[src/rtl/hilo_ctrl_pkg.sv]
// Shared definitions for the HI/LO sequencer: state encoding and the unit
// latencies that the divider, multiplier and hilo_ctrl must agree on.
package hilo_ctrl_pkg;

    typedef enum logic [1:0] {
        IDLE     = 2'd0,
        DIV_RUN  = 2'd1,
        MULT_RUN = 2'd2,
        CAPTURE  = 2'd3
    } hilo_state_t;

    localparam int HILO_DIV_LATENCY  = 32;
    localparam int HILO_MULT_LATENCY = 33;
    localparam int HILO_CNT_W        = 6;

endpackage

[src/rtl/hilo_latency_cnt.sv]
// Load/decrement latency counter; tc flags the last running cycle (count == 1).
module hilo_latency_cnt
    import hilo_ctrl_pkg::*;
#(
    parameter int CNT_W = HILO_CNT_W
) (
    input  logic             clk,
    input  logic             reset,
    input  logic             load,
    input  logic [CNT_W-1:0] load_val,
    input  logic             dec,
    output logic             tc
);

    logic [CNT_W-1:0] count;

    // Decrement saturates at zero so the counter can never wrap.
    always_ff @(posedge clk or negedge reset) begin
        if (!reset) begin
            count <= '0;
        end else if (load) begin
            count <= load_val;
        end else if (dec && (count != '0)) begin
            count <= count - CNT_W'(1);
        end
    end

    assign tc = (count == CNT_W'(1));

endmodule

[src/rtl/hilo_ctrl.sv]
// HI/LO sequencer: issues divider/multiplier starts, waits out the fixed
// latency, captures results into HI/LO and services mthi/mtlo writes.
module hilo_ctrl
    import hilo_ctrl_pkg::*;
#(
    parameter int DATA_W       = 32,
    parameter int DIV_LATENCY  = HILO_DIV_LATENCY,
    parameter int MULT_LATENCY = HILO_MULT_LATENCY,
    parameter int CNT_W        = HILO_CNT_W
) (
    input  logic              clk,
    input  logic              reset,
    input  logic              op_div,
    input  logic              op_mult,
    input  logic              op_mthi,
    input  logic              op_mtlo,
    input  logic [DATA_W-1:0] wdata,
    input  logic [DATA_W-1:0] div_hi,
    input  logic [DATA_W-1:0] div_lo,
    input  logic              div_divzero,
    input  logic [DATA_W-1:0] mult_hi,
    input  logic [DATA_W-1:0] mult_lo,
    output logic              div_start,
    output logic              mult_start,
    output logic              busy,
    output logic              done,
    output logic              divzero_exc,
    output logic [DATA_W-1:0] hi,
    output logic [DATA_W-1:0] lo
);

    localparam logic [CNT_W-1:0] DIV_LOAD  = CNT_W'(DIV_LATENCY);
    localparam logic [CNT_W-1:0] MULT_LOAD = CNT_W'(MULT_LATENCY);

    hilo_state_t state;
    logic        src_div;
    logic        tc;
    logic        accept;
    logic        issue_div;
    logic        issue_mult;
    logic        wr_ok;
    logic        running;

    // busy also covers the done cycle, so new requests are only taken once
    // the captured HI/LO values have been visible for a full cycle.
    assign accept     = (state == IDLE) && !busy;
    assign issue_div  = accept && op_div;
    assign issue_mult = accept && op_mult && !op_div;
    assign wr_ok      = accept && !op_div && !op_mult;
    assign running    = (state == DIV_RUN) || (state == MULT_RUN);

    hilo_latency_cnt #(
        .CNT_W(CNT_W)
    ) u_cnt (
        .clk      (clk),
        .reset    (reset),
        .load     (issue_div || issue_mult),
        .load_val (issue_div ? DIV_LOAD : MULT_LOAD),
        .dec      (running),
        .tc       (tc)
    );

    always_ff @(posedge clk or negedge reset) begin
        if (!reset) begin
            state       <= IDLE;
            src_div     <= 1'b0;
            busy        <= 1'b0;
            div_start   <= 1'b0;
            mult_start  <= 1'b0;
            done        <= 1'b0;
            divzero_exc <= 1'b0;
        end else begin
            div_start   <= issue_div;
            mult_start  <= issue_mult;
            done        <= 1'b0;
            divzero_exc <= 1'b0;

            if (issue_div || issue_mult) begin
                busy <= 1'b1;
            end else if (done) begin
                busy <= 1'b0;
            end

            unique case (state)
                IDLE: begin
                    if (issue_div) begin
                        state   <= DIV_RUN;
                        src_div <= 1'b1;
                    end else if (issue_mult) begin
                        state   <= MULT_RUN;
                        src_div <= 1'b0;
                    end
                end
                DIV_RUN, MULT_RUN: begin
                    if (tc) begin
                        state <= CAPTURE;
                    end
                end
                CAPTURE: begin
                    state       <= IDLE;
                    done        <= 1'b1;
                    divzero_exc <= src_div && div_divzero;
                end
                default: state <= IDLE;
            endcase
        end
    end

    // A zero-divisor divide leaves HI/LO untouched.
    always_ff @(posedge clk or negedge reset) begin
        if (!reset) begin
            hi <= '0;
            lo <= '0;
        end else if (state == CAPTURE) begin
            if (!src_div) begin
                hi <= mult_hi;
                lo <= mult_lo;
            end else if (!div_divzero) begin
                hi <= div_hi;
                lo <= div_lo;
            end
        end else if (wr_ok) begin
            if (op_mthi) hi <= wdata;
            if (op_mtlo) lo <= wdata;
        end
    end

endmodule
[config.mk]
export PLATFORM = sky130hd
export DESIGN_NAME = hilo_ctrl
export DESIGN_NICKNAME = d
export VERILOG_FILES = /design/src/rtl/hilo_ctrl_pkg.sv /design/src/rtl/hilo_latency_cnt.sv /design/src/rtl/hilo_ctrl.sv
export SDC_FILE = /design/constraint.sdc
export NUM_CORES = 1
export LEC_CHECK = 0
export CORE_UTILIZATION = 40
export CTS_CLUSTER_SIZE = 14
export DETAILED_ROUTE_END_ITERATION = 10
export PLACE_DENSITY = 0.89
export SLEW_MARGIN = 20
export SYNTH_ARGS = -nofsm -noshare
export SYNTH_HDL_FRONTEND = slang
export SYNTH_SLANG_ARGS = --single-unit
[constraint.sdc]
create_clock -name clk -period 2.3 [get_ports clk]
set_input_delay 0.345 -clock clk [delete_from_list [all_inputs] [get_ports clk]]
set_output_delay 0.345 -clock clk [all_outputs]
set_load 0.01 [all_outputs]
==> metrics.md <==
| Metric | Value |
|---|---|
| Synth Cell Area | 0.00451 sq mm |
| CP Cell Sequence | inv_1 -> ha_1 -> nand2b_4 -> o41ai_4 -> buf_12 -> mux2_2 |
| Aggregate routed wire length | 13.3 mm |
| Min-Delay Path Class | reg -> reg |
| CTS tree | yes |
| Num ports | 236 |
| First-pass GRT wire length | 20.2 mm |
| Synthesized Nets | 562 |
| Pwr dens | 1310 mW/mm^2 |
| Nets@finish | 789 |
| PostCTS Resize Cnt | 0 |
| Critical path peak fanout | 32 |
| Number of global-route vias before repair | 4118 |
| Number of synthesized register bits | 78 |
| Port Buffer Count | 235 |
| Core box area | 0.0109 sq mm |
| Final GP Congestion | 0.814 |
| Ys flop type | dfrtp_1 |
| Worst EP arrival | 2330 ps |
| FF-to-FF Start | state[0] |
| Max_cap viols | 0 |
| TritonCTS buffer count | 9 |
| DR iter-0 viols | 172 |
| Post-route DRC | 0 |
| Synth warn | 0 |
| Syn Inst Count | 390 |
| Initial antenna violation count | 0 |
| Worst hold start | done |
| Avg WL per Cell | 17.5 um |
| Layout cells sized above 1 | 15.6% |
| Clock Tree Buf Depth | 2 |
| Die ar. | 0.0117 sq mm |
| Syn-to-layout area delta | 59.6% |
| Via count | 3976 |
| H-tree depth | 3 |
| Later-pin clock latency in the skew report | 340 ps |
| RSZ-0062 raised after global routing | false |
| Tot Pwr | 9410 uW |
| Clock Sinks | 78 |
| EDFF count, synth | 0 |
| Post-CTS Setup Inserts | 0 |
| Vias per cell | 5.22 |
| Total gr overflow | 0 |
| Slowest CP cell | dfrtp_1 |
| Fin crit period | 2110 ps |
| WS Path Type | reg -> reg |
| Critical Path Source | state[0] |
| CTS clk-pin slew, worst paths | 80 ps |
| Hpwl dp | 10.3 mm |
| Measured slew at the worst slew-check pin | 561 ps |
| Largest net degree at the start of global routing | 55 |
| Top delay family on crit path | flip-flops |
| Setup Viol. Count Final | 0 |
| CTS Hold Bufs | 1 |
| Setup crit end kind | flop |
| Post-DRT Antenna Nets | 0 |
| Critical Path RT | 2520 ps |
| Buffers and inverters on the worst path | 2 |
| Fmax achieved | 475 MHz |
| Async set-reset flop share out of synthesis | 100% |
| Average size of a mapped cell | 11.6 sq um |
| Initial Util | 41.4% |
| DRT Pass-1 Iters | 4 |
| Status | complete, no violations |
| Sequential-to-total area share from yosys stat | 43.3% |
| Type of origin of the critical path | flop |
| CTS root buf | clkbuf_8 |
| Clock Skews | 13.7 ps |
| N_diodes | 0 |
| Share of the synthesized area in the top cell type | 43.3% |
| Slew Limit Headroom | 62.3% |
| Final Cycle Share | 91.5% |
| Top post-synthesis cells by area | dfrtp_1 (43%), mux2i_1 (15%), mux2_4 (10%) |
| Leakage | 0.00307 uW |
| Final Hold Vio Count | 0 |
| Total track usage | 22.7% |
| Die Wd | 108 um |
| FP Rows | 38 |
| Fin Setup TNS | 0 ps |
| Area leader, netlist | dfrtp_1 |
| Max-slew violation count | 0 |
| Die Ht | 108 um |
| CP max stage delay | 420 ps |
| Cell variety after synth | 36 |
| Worst vdd ir | 0.894 mV |
cell usage after synthesis (3+ instances only):
cell / n
clkbuf_1: 11
nand3b_1: 3
buf_2: 6
dfrtp_1: 78
mux2i_1: 67
buf_6: 6
nor2_1: 37
ha_1: 5
mux2_2: 35
mux2_4: 30
a21oi_1: 69
buf_4: 3
inv_1: 9
o21ai_0: 4
routing by layer:
| layer | GRT usage (%) | share of wire, % |
|---|---|---|
| met1 | 24.6 | 37 |
| met2 | 42.5 | 53 |
| met3 | 5.67 | 8.4 |
| met4 | 7.73 | 1.7 |
| met5 | 0 | 0 |
metrics by stage:
step                      setup slack [ps]  util (%)  cells  hold slack, ps  instance area, sq um
after floorplan                        408         -    390            49.4                  4510
after global placement                 174      64.2    745             312                  6990
after detailed placement               115      64.2    745             325                  6990
after CTS                              204      66.1    762             484                  7190
after global routing                  80.1      66.1    762             494                  7190
final                                  195      66.1    762             478                  7190
cells by family (layout without fill, tap and decap cells):
family                   after synthesis  in the layout  share of synthesized area [%]
adder cells (fa/ha/maj)                5              5                           1.39
flip-flops                            78             78                           43.3
multiplexers                         132            132                           33.6
AND/OR/NAND/NOR                       53             53                           5.72
buffers and inverters                 36            268                           4.41
AO/OA/AOI/OAI                         86             86                           11.5
worst paths after layout:
kind	to	slack, ps	cells after the start
setup / recovery	hi[10]	200	6
hold / removal	busy	480	1
setup reg to reg	hi[10]	200	6
hold reg to reg	busy	480	1
max in group asynchronous	lo[31]	1170	3
min in group asynchronous	hi[16]	500	2
area by class of cell:
type	count	area, sq um
fillers	816	3690
clock inverters	6	71.3
well taps	140	175
repair buffers	243	2460
clock buffers	10	128
flip-flops and latches	78	1960
inverters	9	33.8
multi-input cells	276	2370
placed cells by master, fill, tap and decap left out, types with 3 or more instances in the layout:
| cell | n |
|---|---|
| a21oi_1 | 69 |
| buf_12 | 4 |
| buf_4 | 4 |
| clkbuf_8 | 9 |
| clkdlybuf4s50_1 | 234 |
| dfrtp_1 | 77 |
| ha_1 | 4 |
| inv_1 | 9 |
| mux2_2 | 35 |
| mux2_4 | 30 |
| mux2i_1 | 67 |
| nand3b_1 | 3 |
| nor2_1 | 37 |
| o21ai_0 | 4 |
state kept, by name (all words and copies together), names as in the netlist:
register and cells:
done 1, hi 32, u_cnt.count 6, busy 1, divzero_exc 1, src_div 1
mult_start 1, state 2, lo 32, div_start 1
report_power, final:
group          internal (uW)  leakage [uW]  switching (uW)
Sequential              2090      0.000908             454
Clock                    510     0.0000931             534
Combinational           3300       0.00207            2520
Total                   5900       0.00307            3510
Power figures use the tool's default switching activity.
